### config.mk
export PLATFORM = sky130hd
export DESIGN_NAME = ahfp_cordic_sched
export DESIGN_NICKNAME = d
export VERILOG_FILES = /design/src/rtl/ahfp_cordic_sched.sv
export SDC_FILE = /design/constraint.sdc
export NUM_CORES = 1
export LEC_CHECK = 0
export CELL_PAD_IN_SITES_DETAIL_PLACEMENT = 1
export CELL_PAD_IN_SITES_GLOBAL_PLACEMENT = 1
export CORE_AREA = 2 2 217 219
export DETAILED_ROUTE_END_ITERATION = 8
export DIE_AREA = 0 0 219 221
export DONT_BUFFER_PORTS = 1
export PLACE_DENSITY = 0.64
export SLEW_MARGIN = 20
export SYNTH_ARGS = -nofsm -noshare
export SYNTH_HDL_FRONTEND = slang
export SYNTH_SLANG_ARGS = --single-unit
### constraint.sdc
create_clock -name clk -period 3.1 [get_ports clk]
set_input_delay 0.31 -clock clk [delete_from_list [all_inputs] [get_ports clk]]
set_output_delay 0.31 -clock clk [all_outputs]
set_load 0.01 [all_outputs]
### src/rtl/ahfp_cordic_sched.sv
//------------------------------------------------------------------------------
// Module  : ahfp_cordic_sched
// Brief   : Round-robin scheduler sharing one pipelined FP CORDIC rotator.
// Rev     : 1.0  initial release
//------------------------------------------------------------------------------
`default_nettype none

module ahfp_cordic_sched #(
    parameter int          NREQ       = 4,
    parameter int          TAGW       = 2,
    parameter int          CORDIC_LAT = 63,
    parameter logic [31:0] K_INIT     = 32'h3F1B74EE
) (
    input  logic                 clk,
    input  logic                 rst_n,
    input  logic [NREQ-1:0]      req_valid,
    output logic [NREQ-1:0]      req_ready,
    input  logic [32*NREQ-1:0]   req_theta,
    output logic [NREQ-1:0]      rsp_valid,
    input  logic [NREQ-1:0]      rsp_ready,
    output logic [32*NREQ-1:0]   rsp_cos,
    output logic [32*NREQ-1:0]   rsp_sin,
    output logic [31:0]          cordic_x_start,
    output logic [31:0]          cordic_y_start,
    output logic [31:0]          cordic_theta,
    input  logic [31:0]          cordic_x_cos,
    input  logic [31:0]          cordic_y_sin,
    output logic [TAGW:0]        inflight_cnt
);

    localparam logic [1:0] C_S_IDLE = 2'd0;
    localparam logic [1:0] C_S_BUSY = 2'd1;
    localparam logic [1:0] C_S_DONE = 2'd2;

    logic [1:0]            r_state     [NREQ];
    logic [1:0]            w_state_nxt [NREQ];
    logic [NREQ-1:0]       w_elig;
    logic [NREQ-1:0]       w_grant;
    logic                  w_grant_any;
    logic [TAGW-1:0]       w_grant_idx;
    logic [TAGW-1:0]       w_ptr_nxt;
    logic [TAGW-1:0]       r_ptr;
    logic [CORDIC_LAT-1:0] r_dl_vld;
    logic [TAGW-1:0]       r_dl_tag    [CORDIC_LAT];
    logic                  w_exit_vld;
    logic [TAGW-1:0]       w_exit_tag;
    logic [31:0]           r_theta;
    logic [TAGW:0]         r_inflight;
    logic [32*NREQ-1:0]    r_cos;
    logic [32*NREQ-1:0]    r_sin;

    assign w_exit_vld = r_dl_vld[CORDIC_LAT-1];
    assign w_exit_tag = r_dl_tag[CORDIC_LAT-1];

    // Slot FSM: state register
    always_ff @(posedge clk or negedge rst_n) begin
        if (!rst_n) begin
            for (int i = 0; i < NREQ; i++) r_state[i] <= C_S_IDLE;
        end else begin
            for (int i = 0; i < NREQ; i++) r_state[i] <= w_state_nxt[i];
        end
    end

    // Slot FSM: next state
    always_comb begin
        for (int i = 0; i < NREQ; i++) begin
            w_state_nxt[i] = r_state[i];
            case (r_state[i])
                C_S_IDLE: if (w_grant[i]) w_state_nxt[i] = C_S_BUSY;
                C_S_BUSY: if (w_exit_vld && (w_exit_tag == TAGW'(i))) w_state_nxt[i] = C_S_DONE;
                C_S_DONE: if (rsp_ready[i]) w_state_nxt[i] = C_S_IDLE;
                default:  w_state_nxt[i] = C_S_IDLE;
            endcase
        end
    end

    // Slot FSM: outputs (a DONE slot is not eligible even while being drained)
    always_comb begin
        for (int i = 0; i < NREQ; i++) begin
            rsp_valid[i] = (r_state[i] == C_S_DONE);
            w_elig[i]    = req_valid[i] && (r_state[i] == C_S_IDLE);
        end
    end

    // Round-robin search starting at the pointer, wrapping modulo NREQ
    always_comb begin
        int idx;
        idx         = 0;
        w_grant_any = 1'b0;
        w_grant_idx = '0;
        for (int k = 0; k < NREQ; k++) begin
            idx = int'(r_ptr) + k;
            if (idx >= NREQ) idx = idx - NREQ;
            if (!w_grant_any && w_elig[idx]) begin
                w_grant_any = 1'b1;
                w_grant_idx = TAGW'(idx);
            end
        end
        w_grant = '0;
        if (w_grant_any) w_grant[w_grant_idx] = 1'b1;
        w_ptr_nxt = (w_grant_idx == TAGW'(NREQ - 1)) ? '0 : w_grant_idx + TAGW'(1);
    end

    always_ff @(posedge clk or negedge rst_n) begin
        if (!rst_n) begin
            r_ptr      <= '0;
            r_theta    <= '0;
            r_dl_vld   <= '0;
            r_inflight <= '0;
        end else begin
            r_dl_vld <= {r_dl_vld[CORDIC_LAT-2:0], w_grant_any};
            if (w_grant_any) begin
                r_ptr   <= w_ptr_nxt;
                r_theta <= req_theta[32*w_grant_idx +: 32];
            end
            case ({w_grant_any, w_exit_vld})
                2'b10:   r_inflight <= r_inflight + (TAGW+1)'(1);
                2'b01:   r_inflight <= r_inflight - (TAGW+1)'(1);
                default: r_inflight <= r_inflight;
            endcase
        end
    end

    // Tags need no reset: they are only consumed alongside a set valid bit
    always_ff @(posedge clk) begin
        r_dl_tag[0] <= w_grant_idx;
        for (int k = 1; k < CORDIC_LAT; k++) r_dl_tag[k] <= r_dl_tag[k-1];
    end

    generate
        for (genvar gi = 0; gi < NREQ; gi++) begin : g_slot
            always_ff @(posedge clk or negedge rst_n) begin
                if (!rst_n) begin
                    r_cos[32*gi +: 32] <= '0;
                    r_sin[32*gi +: 32] <= '0;
                end else if (w_exit_vld && (w_exit_tag == TAGW'(gi))) begin
                    r_cos[32*gi +: 32] <= cordic_x_cos;
                    r_sin[32*gi +: 32] <= cordic_y_sin;
                end
            end
        end
    endgenerate

    assign req_ready      = w_grant;
    assign rsp_cos        = r_cos;
    assign rsp_sin        = r_sin;
    assign cordic_x_start = K_INIT;
    assign cordic_y_start = '0;
    assign cordic_theta   = r_theta;
    assign inflight_cnt   = r_inflight;

endmodule

`default_nettype wire

==> flow_summary.json <==
{
  "status": "finished, violations left",
  "violations": "hold timing",
  "synth_edf_count": 0,
  "ys.flop_type": "dfrtp_1",
  "finalSetupViolCount": 0,
  "place_ws_ns": 0.659,
  "post-route-period-util_pct": 94.7,
  "ys_seq_elements": 490,
  "cap_violations": 0,
  "synth_cell_types": 51,
  "track_usage_pct": 17.6,
  "htree_levels": 2,
  "drc_errors": 0,
  "reg2reg_depth": 8,
  "critPathLaunchType": "flop",
  "finalNonFillerCells": 1895,
  "worst_slew_pin_slew_ns": 0.684,
  "ant_nets": 0,
  "antenna_found_initial": 8,
  "reg2reg_to": "cordic_theta[9]$_DFFE_PN0P_",
  "cts-root-buf": "clkbuf_16",
  "fin_tns_setup_ns": 0,
  "seq_power_share_pct": 50.1,
  "end_kind": "flop",
  "synth_cells": 1093,
  "period_needed_ns": 2.94,
  "hp-class": "primary input to asynchronous set/reset pin",
  "dp_hpwl_um": 28600,
  "peakVddDrop_mv": 0.466,
  "r2r_slack_ns": 0.16,
  "grt-ovfl-total": 0,
  "synth_top_area_cell": "dfrtp_1",
  "drv_slew": 0,
  "relSlewSlack_pct": 54.3,
  "netlist_area_sq_mm": 0.0173,
  "async_reset_ff_share_pct": 74.3,
  "grt_pass1_wl_um": 64900,
  "die_w_um": 219,
  "ios": 565,
  "drt_iter0_drc": 440,
  "syn_to_final_growth_pct": 19.9,
  "p_per_area_mw_per_mm2": 799,
  "dp.cells": 1661,
  "switching_share_pct": 26.8,
  "grt_pass1_vias": 10200,
  "worstPathRequired_ns": 3.56,
  "yosys_warnings": 0,
  "grt_max_degree": 365,
  "numCtsBuffers": 51,
  "rsz0062_at_grt": "no",
  "yosysSeqAreaShare_pct": 67.1,
  "num_rows": 79,
  "comb_power_share_pct": 13.4,
  "num_vias": 9345,
  "ctsHoldBuffers": 127,
  "clock_latency_ns": 0.60,
  "hold_viol": 364,
  "worstReg2RegStart": "r_state[1]$_DFFE_PN0P_",
  "gp_congestion": 0.840,
  "p_int_uw": 12200,
  "die_h_um": 221,
  "drt-vias-per-instance": 4.93,
  "cts_tree": "yes",
  "worstPathArrival_ns": 3.40,
  "totalWireLength_um": 43600,
  "cts.path.max_buffers": 3,
  "fillers": 4523,
  "critical_path_class": "flop to flop",
  "worst_slack_ns": 0.163,
  "clock-sinks": 490,
  "fmax_mhz": 341,
  "synth_area_per_cell_sq_um": 15.9,
  "start_util_pct": 37.6,
  "p_clk_share_pct": 36.5,
  "p_switching_uw": 4460,
  "port_buffers": 0,
  "dieArea_sq_mm": 0.0484,
  "crit_fanout": 65,
  "clk_pin_slew_worst_paths_ns": 0.06,
  "routedWlPerCell_um": 23.0,
  "yosysTopAreaCellShare_pct": 52.6,
  "fin_nets": 1444,
  "dr.pass1.iters": 4,
  "leakage_uw": 0.00923,
  "layout-drive-gt1-share_pct": 33.8,
  "synthTopCellsByArea": "dfrtp_1 53%, mux2_2 17%, dfxtp_1 15%",
  "core_sq_mm": 0.0461,
  "whs_ns": -0.580,
  "finalClockSkew_ns": 0.0279
}
## cells in the final DEF (no fill, tap or decap), drive strengths merged, types with 2 or more instances in the layout
cell type and n:
nand3b 2, diode 7, nor3b 5, and2 34, mux2i 32, buf 17, clkinv 14, nor2 40
dlygate4sd3 127, nor2b 4, or3b 2, inv 10, dfxtp 126, clkbuf 74, clkinvlp 3, ha 2
nand2b 5, a221oi 32, nand2 8, mux2 257, o21ai 6, xnor2 2, dfrtp 364, a211oi 32
nand3 2, conb 64
## registers in the layout, indices dropped and copies added, names as in the netlist
name          flops
rsp_sin         128
r_state           8
rsp_cos         128
inflight_cnt      3
r_dl_vld         63
r_dl_tag        126
cordic_theta     32
r_ptr             2
## power by group through the flow
stage	Clock [uW]	Sequential, uW	Combinational (uW)
6_report	6060	8320	2220
5_1_grt	6550	8470	2430
4_1_cts	6260	8360	2130
3_5_place_dp	0	8440	1700
3_3_place_gp	0	8430	1640
2_1_floorplan	0	8140	1510
## through the flow
| stage | cell area, sq um | total power, uW | util, % |
|---|---|---|---|
| after global placement | 17700 | 10100 | 38.5 |
| after floorplan | 17600 | 9650 | - |
| after CTS | 20700 | 16800 | 44.9 |
| after global routing | 20800 | 17400 | 45.1 |
| after detailed placement | 17700 | 10100 | 38.5 |
| final | 20800 | 16600 | 45.1 |
## what timing repair did
action / CTS / global route
buffers inserted: 0 / 4
resized for setup: 0 / 3
endpoints found under the hold margin: 656 / 364
setup endpoints to repair: 0 / 13
## synth_stat cells, types with 2 or more instances
library cell	number
a221oi_1	3
mux2_2	257
buf_1	4
nand3b_1	2
conb_1	2
o21ai_1	2
buf_2	6
mux2i_1	32
inv_1	4
o21ai_0	4
nor2b_1	4
nor2_1	38
inv_2	2
nor3b_1	4
clkbuf_1	25
and2_1	34
a221oi_2	29
xnor2_1	2
nand2_1	7
dfrtp_1	364
dfxtp_1	126
ha_1	2
buf_12	4
buf_6	5
or3b_1	2
buf_4	69
nand2b_1	5
a211oi_2	32
## final cells by class
cell class                      instances  area, sq um  area share [%]
Sequential cell                       490        11600            56.0
Multi-Input combinational cell        545         5150            24.8
Clock buffer                           74         1520            7.30
Timing Repair Buffer                  144         1480            7.11
Tap cell                              607          759            3.66
Clock inverter                         21          194           0.933
Inverter                                7         28.8           0.139
Antenna cell                            7         17.5          0.0843
## critical path: stages (launching register included)
cell,delay (ns)
dfrtp_1,0.41
or3b_1,0.45
nand2_2,0.14
buf_4,0.33
nand3_4,0.14
buf_12,0.26
a221oi_2,0.36
a211oi_2,0.07
dlygate4sd3_1,0.57
## cell families after synthesis
group / share of synthesized area (%)
adders and majority gates: 0.260
other: 0.0433
muxes: 18.5
DFF: 67.1
and+or+nand+nor: 3.44
xor gates and xnor gates: 0.152
AOI/OAI and AO/OA: 5.66
buffers and inverters: 4.79
## worst max-delay path by stage
stage | start | end | slack, ns
2_1_floorplan | r_state[4]$_DFFE_PN0P_ | req_ready[3] | 0.85
3_3_place_gp | r_state[7]$_DFFE_PN0P_ | cordic_theta[20]$_DFFE_PN0P_ | 0.70
3_5_place_dp | r_state[7]$_DFFE_PN0P_ | cordic_theta[20]$_DFFE_PN0P_ | 0.66
4_1_cts | r_state[7]$_DFFE_PN0P_ | req_ready[2] | 0.03
5_1_grt | r_state[4]$_DFFE_PN0P_ | cordic_theta[11]$_DFFE_PN0P_ | 0.006
6_report | r_state[1]$_DFFE_PN0P_ | cordic_theta[9]$_DFFE_PN0P_ | 0.16
## metal layers
metal	share of wire, %	track usage, %	vias to the layer above
met5	0.028	0	-
met1	37	19.9	4847
met3	9.3	5.86	90
li1	-	-	3999
met2	50	30.1	407
met4	3.6	8.00	2
No activity file was read; power rests on OpenSTA's default activity.
